<file path="config.mk">
export PLATFORM = sky130hd
export DESIGN_NAME = cpu_trace_unit_flat
export DESIGN_NICKNAME = d
export VERILOG_FILES = /design/src/rtl/cpu_trace_unit_pkg.sv /design/src/rtl/cpu_trace_unit_if.sv /design/src/rtl/cpu_trace_unit_fifo.sv /design/src/rtl/cpu_trace_unit.sv /design/src/flat_wrapper.sv
export SDC_FILE = /design/constraint.sdc
export NUM_CORES = 1
export LEC_CHECK = 0
export BUFFER_PORTS_ARGS = -buffer_cell sky130_fd_sc_hd__buf_2
export CORE_ASPECT_RATIO = 1.75
export CORE_UTILIZATION = 55
export DETAILED_ROUTE_END_ITERATION = 7
export PLACE_DENSITY = 0.75
export SLEW_MARGIN = 20
export SYNTH_ARGS = -nofsm -noshare
export SYNTH_HDL_FRONTEND = slang
export SYNTH_SLANG_ARGS = --single-unit
</file>
<file path="constraint.sdc">
create_clock -name clk -period 6.8 [get_ports clk]
set_input_delay 0.68 -clock clk [delete_from_list [all_inputs] [get_ports clk]]
set_output_delay 0.68 -clock clk [all_outputs]
set_load 0.02 [all_outputs]
</file>
<file path="src/rtl/cpu_trace_unit_pkg.sv">
// cpu_trace_unit_pkg: source ids, entry field layout and priority helper for the trace unit
package cpu_trace_unit_pkg;
  localparam int TRC_NUM_SRC = 8;
  localparam logic [3:0] TRC_SRC_PC = 4'd0;
  localparam logic [3:0] TRC_SRC_R0 = 4'd1;
  localparam logic [3:0] TRC_SRC_R1 = 4'd2;
  localparam logic [3:0] TRC_SRC_R2 = 4'd3;
  localparam logic [3:0] TRC_SRC_R3 = 4'd4;
  localparam logic [3:0] TRC_SRC_R4 = 4'd5;
  localparam logic [3:0] TRC_SRC_R5 = 4'd6;
  localparam logic [3:0] TRC_SRC_R6 = 4'd7;
  localparam int TRC_VALUE_LSB = 0;
  localparam int TRC_VALUE_W = 32;
  localparam int TRC_SRC_LSB = 32;
  localparam int TRC_SRC_W = 4;
  localparam int TRC_STAMP_LSB = 36;
  function automatic logic [2:0] trc_first_set(input logic [7:0] v);
    trc_first_set = '0;
    for (int i = 7; i >= 0; i--)
      if (v[i]) trc_first_set = i[2:0];
  endfunction
endpackage

</file>
<file path="src/rtl/cpu_trace_unit_if.sv">
// cpu_trace_unit_if: valid/ready trace entry stream
interface cpu_trace_unit_if #(parameter int CYCLE_W = 16);
  logic [CYCLE_W+35:0] data;
  logic valid;
  logic ready;
  modport master (output data, valid, input ready);
  modport slave (input data, valid, output ready);
endinterface

</file>
<file path="src/rtl/cpu_trace_unit_fifo.sv">
// trace_fifo: synchronous FIFO with valid/ready pop, flush and occupancy count
module trace_fifo #(
  parameter int WIDTH = 52,
  parameter int DEPTH = 16,
  localparam int AW = $clog2(DEPTH)
) (
  input  logic clk,
  input  logic rst_n,
  input  logic flush,
  input  logic push,
  input  logic [WIDTH-1:0] din,
  input  logic pop,
  output logic [WIDTH-1:0] dout,
  output logic valid,
  output logic full,
  output logic [AW:0] count
);
  logic [WIDTH-1:0] mem [DEPTH];
  logic [AW-1:0] rd, wr;
  logic do_pop, do_push;
  always_comb begin
    valid = count != '0;
    full = count == (AW+1)'(DEPTH);
    do_pop = pop && valid;
    do_push = push && (!full || do_pop);
    dout = valid ? mem[rd] : '0;
  end
  always_ff @(posedge clk or negedge rst_n)
    if (!rst_n) begin
      rd <= '0;
      wr <= '0;
      count <= '0;
    end else if (flush) begin
      rd <= '0;
      wr <= '0;
      count <= '0;
    end else begin
      rd <= rd + AW'(do_pop);
      wr <= wr + AW'(do_push);
      count <= count + (AW+1)'(do_push) - (AW+1)'(do_pop);
    end
  always_ff @(posedge clk)
    if (do_push) mem[wr] <= din;
endmodule

</file>
<file path="src/rtl/cpu_trace_unit.sv">
// cpu_trace_unit: detects changes on CPU PC/registers and streams stamped trace entries
module cpu_trace_unit import cpu_trace_unit_pkg::*; #(
  parameter int DEPTH = 16,
  parameter int CYCLE_W = 16
) (
  input  logic clk,
  input  logic reset_n,
  input  logic enable,
  input  logic clear,
  input  logic [31:0] pc_in,
  input  logic [31:0] reg0_in,
  input  logic [31:0] reg1_in,
  input  logic [31:0] reg2_in,
  input  logic [31:0] reg3_in,
  input  logic [31:0] reg4_in,
  input  logic [31:0] reg5_in,
  input  logic [31:0] reg6_in,
  cpu_trace_unit_if.master trace,
  output logic [$clog2(DEPTH):0] fifo_count,
  output logic [15:0] drop_count
);
  logic [31:0] src_val [TRC_NUM_SRC];
  logic [31:0] shadow [TRC_NUM_SRC];
  logic [TRC_NUM_SRC-1:0] pending, changed, clr_mask, dropped;
  logic [CYCLE_W-1:0] cycle;
  logic [2:0] sel;
  logic [3:0] drop_inc;
  logic [16:0] drop_sum;
  logic full, pop, push;
  always_comb begin
    src_val = '{pc_in, reg0_in, reg1_in, reg2_in, reg3_in, reg4_in, reg5_in, reg6_in};
    for (int i = 0; i < TRC_NUM_SRC; i++) changed[i] = enable && src_val[i] != shadow[i];
    pop = trace.valid && trace.ready;
    sel = trc_first_set(pending);
    push = enable && |pending && (!full || pop);
    clr_mask = push ? 8'd1 << sel : '0;
    // a source re-changing in the cycle its entry is pushed re-arms rather than coalesces
    dropped = changed & pending & ~clr_mask;
    drop_inc = '0;
    for (int i = 0; i < TRC_NUM_SRC; i++) drop_inc = drop_inc + 4'(dropped[i]);
    drop_sum = {1'b0, drop_count} + 17'(drop_inc);
  end
  always_ff @(posedge clk or negedge reset_n)
    if (!reset_n) begin
      pending <= '0;
      cycle <= '0;
      drop_count <= '0;
      shadow <= '{default: '0};
    end else if (clear) begin
      pending <= '0;
      cycle <= '0;
      drop_count <= '0;
      shadow <= src_val;
    end else if (enable) begin
      pending <= (pending & ~clr_mask) | changed;
      cycle <= cycle + 1'b1;
      drop_count <= drop_sum[16] ? '1 : drop_sum[15:0];
      shadow <= src_val;
    end
  trace_fifo #(.WIDTH(CYCLE_W + 36), .DEPTH(DEPTH)) u_fifo (
    .clk(clk),
    .rst_n(reset_n),
    .flush(clear),
    .push(push),
    .din({cycle, 1'b0, sel, shadow[sel]}),
    .pop(trace.ready),
    .dout(trace.data),
    .valid(trace.valid),
    .full(full),
    .count(fifo_count)
  );
endmodule

</file>
<file path="src/flat_wrapper.sv">
// flat-port wrapper written by rule: the top's interface ports become plain ports
module cpu_trace_unit_flat import cpu_trace_unit_pkg::*;
#(
  parameter int DEPTH = 16,
  parameter int CYCLE_W = 16
)
  (clk, reset_n, enable, clear, pc_in, reg0_in, reg1_in, reg2_in, reg3_in, reg4_in, reg5_in, reg6_in, fifo_count, drop_count, trace_data, trace_valid, trace_ready);
  cpu_trace_unit_if #(.CYCLE_W(CYCLE_W)) trace_i ();
  input  logic clk;
  input  logic reset_n;
  input  logic enable;
  input  logic clear;
  input  logic [31:0] pc_in;
  input  logic [31:0] reg0_in;
  input  logic [31:0] reg1_in;
  input  logic [31:0] reg2_in;
  input  logic [31:0] reg3_in;
  input  logic [31:0] reg4_in;
  input  logic [31:0] reg5_in;
  input  logic [31:0] reg6_in;
  output logic [$clog2(DEPTH):0] fifo_count;
  output logic [15:0] drop_count;
  output wire logic [$bits(trace_i.data)-1:0] trace_data;
  output wire logic [$bits(trace_i.valid)-1:0] trace_valid;
  input wire logic [$bits(trace_i.ready)-1:0] trace_ready;
  assign trace_data = trace_i.data;
  assign trace_valid = trace_i.valid;
  assign trace_i.ready = trace_ready;
  cpu_trace_unit #(.DEPTH(DEPTH), .CYCLE_W(CYCLE_W)) u_core (.clk(clk), .reset_n(reset_n), .enable(enable), .clear(clear), .pc_in(pc_in), .reg0_in(reg0_in), .reg1_in(reg1_in), .reg2_in(reg2_in), .reg3_in(reg3_in), .reg4_in(reg4_in), .reg5_in(reg5_in), .reg6_in(reg6_in), .trace(trace_i), .fifo_count(fifo_count), .drop_count(drop_count));
endmodule
</file>
==> flow_summary.ini <==
[status]
status = complete, no violations

[yosys]
synth-adder-area-share = 0.00712
synthXorXnorAreaFrac = 0.0505
ys.flop_type = edfxtp_1
synth.area.top_cells = edfxtp_1 51%, dfrtp_1 16%, mux4_2 12%, mux2_2 5.2%, xor2_1 4.9%
synth-simple-area-share = 0.0416
synth_area_per_cell_sq_um = 17.3
synth-async-reset-ratio = 0.275
muxShareOfSynthArea = 0.172
synth_top_cell_by_area = edfxtp_1
synth_compound_area_frac = 0.0471
synthesis.nets = 3087
ys_seq_area_frac = 0.664
synth_area_sq_um = 48500
synth_top_family_by_area = multiplexers
yosysWarningCount = 0
synth_enable_flop_cells = 816
yosysUniqueCellTypes = 69
synthCells = 2802
synth_top_area_frac = 0.505
synth_seq_cells = 1125

[drt]
vias = 28300
drt_iter0_drc = 2528
drt_wl_total_mm = 138
antenna_left = 0
wire_per_inst_um = 31.1
drtPass1Iterations = 5
drc_errors = 0
post_drt_via_cell_ratio = 6.38

[final_layout]
mostFrequentLayoutCells = 816 x edfxtp_1, 334 x buf_2, 305 x dfrtp_1
fin_nets = 3454
stdcell_area_sq_um = 55200
syn2layout_area_growth_pct = 13.9
layout-drive-gt1-share = 0.341
fin_util = 0.634
layout_commonest_cell = edfxtp_1

[sta]
fin_crit_ps = 6090
finalSetupTns_ps = 0
rsz0062_at_grt = no
fin_hold_ws_ps = 16.9
fin_crit_sh = 0.896
fmax_ghz = 0.164
finalSetupViolCount = 0
final.setup_skew_ps = 26.8
hold_viol_final = 0
final_max_slew_viol_count = 0
tightest_slew_ps = 1370
max_slew_margin = 0.0845

[clock_tree]
cts_root_buf = clkbuf_16
cts_buffers = 95
cts_setup_buffers = 0
htree_levels = 3
clkTransAtPathRegs_ps = 70
cts_resized = 0
clock-sinks = 1125
worstSkewPairLatency_ps = 710
cts_tree = built
cts.path.max_buffers = 3
cts_hold_buf = 0

[pwr]
p_leak_nw = 20.0
ir_drop_uv = 218
power_per_cell_area_nw_per_um2 = 323

[placement]
port_buffers = 333
gp_congestion = 0.983
postPlaceCellArea_sq_um = 51800
dpl.hpwl_mm = 87.6

[global_routing]
grt_usage = 0.314
grt_pass1_wl_mm = 198
overflow = 0
grt_pass1_vias = 29300
grt_max_degree = 130
antenna_found_initial = 36

[floorplan]
coreArea_sq_um = 87100
die_w_um = 227
num_rows = 143
ioPinCount = 335
die-area_sq_um = 89400
die_h_um = 395
start_util = 0.557

[worst_setup_path]
path_delay_family = adder cells
path_buf_inv = 2
cp_slowest_stage_delay_ps = 620
r2r-start = u_core.shadow[221]$_DFFE_PN0P_
cp-start-kind = flop
end_kind = flop
critPathLaunch = u_core.shadow[221]$_DFFE_PN0P_
critPathSlowestCell = a2111o_1
crit_top_cell = fa_1
criticalPathCategory = reg -> reg
cp_max_fo = 12
path_cells = xor2_1, nor4_1, nand4_1, o21ai_0, buf_4, nor2_1, ha_1, inv_1, fa_1, fa_1, fa_1, fa_1, fa_1, nor2b_1, o21ai_0, a2111o_1, nand2_1, nor2_1, nor3_1
cp.required_ps = 7400
arrival_ps = 6690

[job]
cap_violations = 0

[worst_hold_path]
hp-class = in -> async
[power breakdown]
part	internal (mW)	switching (mW)	total, mW
Sequential	7.85	0.296	8.15
Combinational	1.74	2.19	3.93
Clock	3.21	2.56	5.77
[synthesized netlist by cell type (18+ instances only)]
master      n
nand2_1    69
a221o_1    42
o21ai_0    59
nor2b_1    71
a21oi_1    61
mux2_2    225
nand3_1    23
buf_2      25
nor4_1     65
o21a_1     21
dfrtp_1   309
xor2_1    271
edfxtp_1  816
ha_1       18
clkbuf_1  100
nand4_1    22
nor2_1     69
mux4_2    255
inv_1      61
[metrics by stage]
stage               setup slack, ps  power [mW]  std cells
floorplan                       830        10.8       2802
global placement                601        12.1       4218
detailed placement              491        12.2       4219
CTS                             790        17.9       4395
global route                    531        18.4       4414
finish                          706        17.8       4426
[flip-flops by register name, summed over array words and instances (netlist names)]
| signal | cells |
|---|---|
| u_core.cycle | 16 |
| u_core.drop_count | 16 |
| u_core.shadow | 256 |
| u_core.u_fifo.count | 5 |
| u_core.u_fifo.rd | 4 |
| u_core.pending | 8 |
| u_core.u_fifo.mem | 816 |
| u_core.u_fifo.wr | 4 |
[layer usage]
| layer | global-route usage | share of wire | vias up |
|---|---|---|---|
| met3 | 0.0758 | 0.086 | 360 |
| li1 | - | - | 11700 |
| met4 | 0.191 | 0.068 | 30 |
| met1 | 0.372 | 0.34 | 14700 |
| met2 | 0.518 | 0.50 | 1415 |
| met5 | 0 | 0.0013 | - |
[layout make-up]
class / count / area [sq um]
Sequential cell: 1125 / 32200
Tap cell: 1160 / 1450
Clock buffer: 117 / 2570
Clock inverter: 59 / 719
Inverter: 62 / 233
Fill cell: 6066 / 31900
Multi-Input combinational cell: 1469 / 15600
Antenna cell: 18 / 45.0
Timing Repair Buffer: 416 / 2400
[path summary, 6_finish.rpt]
kind | to | slack [ps] | cells past startpoint
setup reg to reg | u_core.drop_count[10]$_DFFE_PN0P_ | 710 | 19
setup / recovery | u_core.drop_count[10]$_DFFE_PN0P_ | 710 | 19
hold reg to reg | u_core.drop_count[11]$_DFFE_PN0P_ | 560 | 1
min in group clk | u_core.shadow[109]$_DFFE_PN0P_ | 210 | 3
hold / removal | u_core.shadow[217]$_DFFE_PN0P_ | 20 | 1
max in group asynchronous | u_core.u_fifo.rd[0]$_DFF_PN0_ | 5360 | 2
[kinds of logic (layout without fill, tap and decap cells)]
family | after synthesis | in the layout
flip-flops | 1125 | 1125
other | 1 | 19
buffers and inverters | 208 | 654
XOR/XNOR | 280 | 280
AO/OA/AOI/OAI | 301 | 301
AND/OR/NAND/NOR | 378 | 378
multiplexers | 485 | 485
adder cells (fa/ha/maj) | 24 | 24
Power figures use the tool's default switching activity.
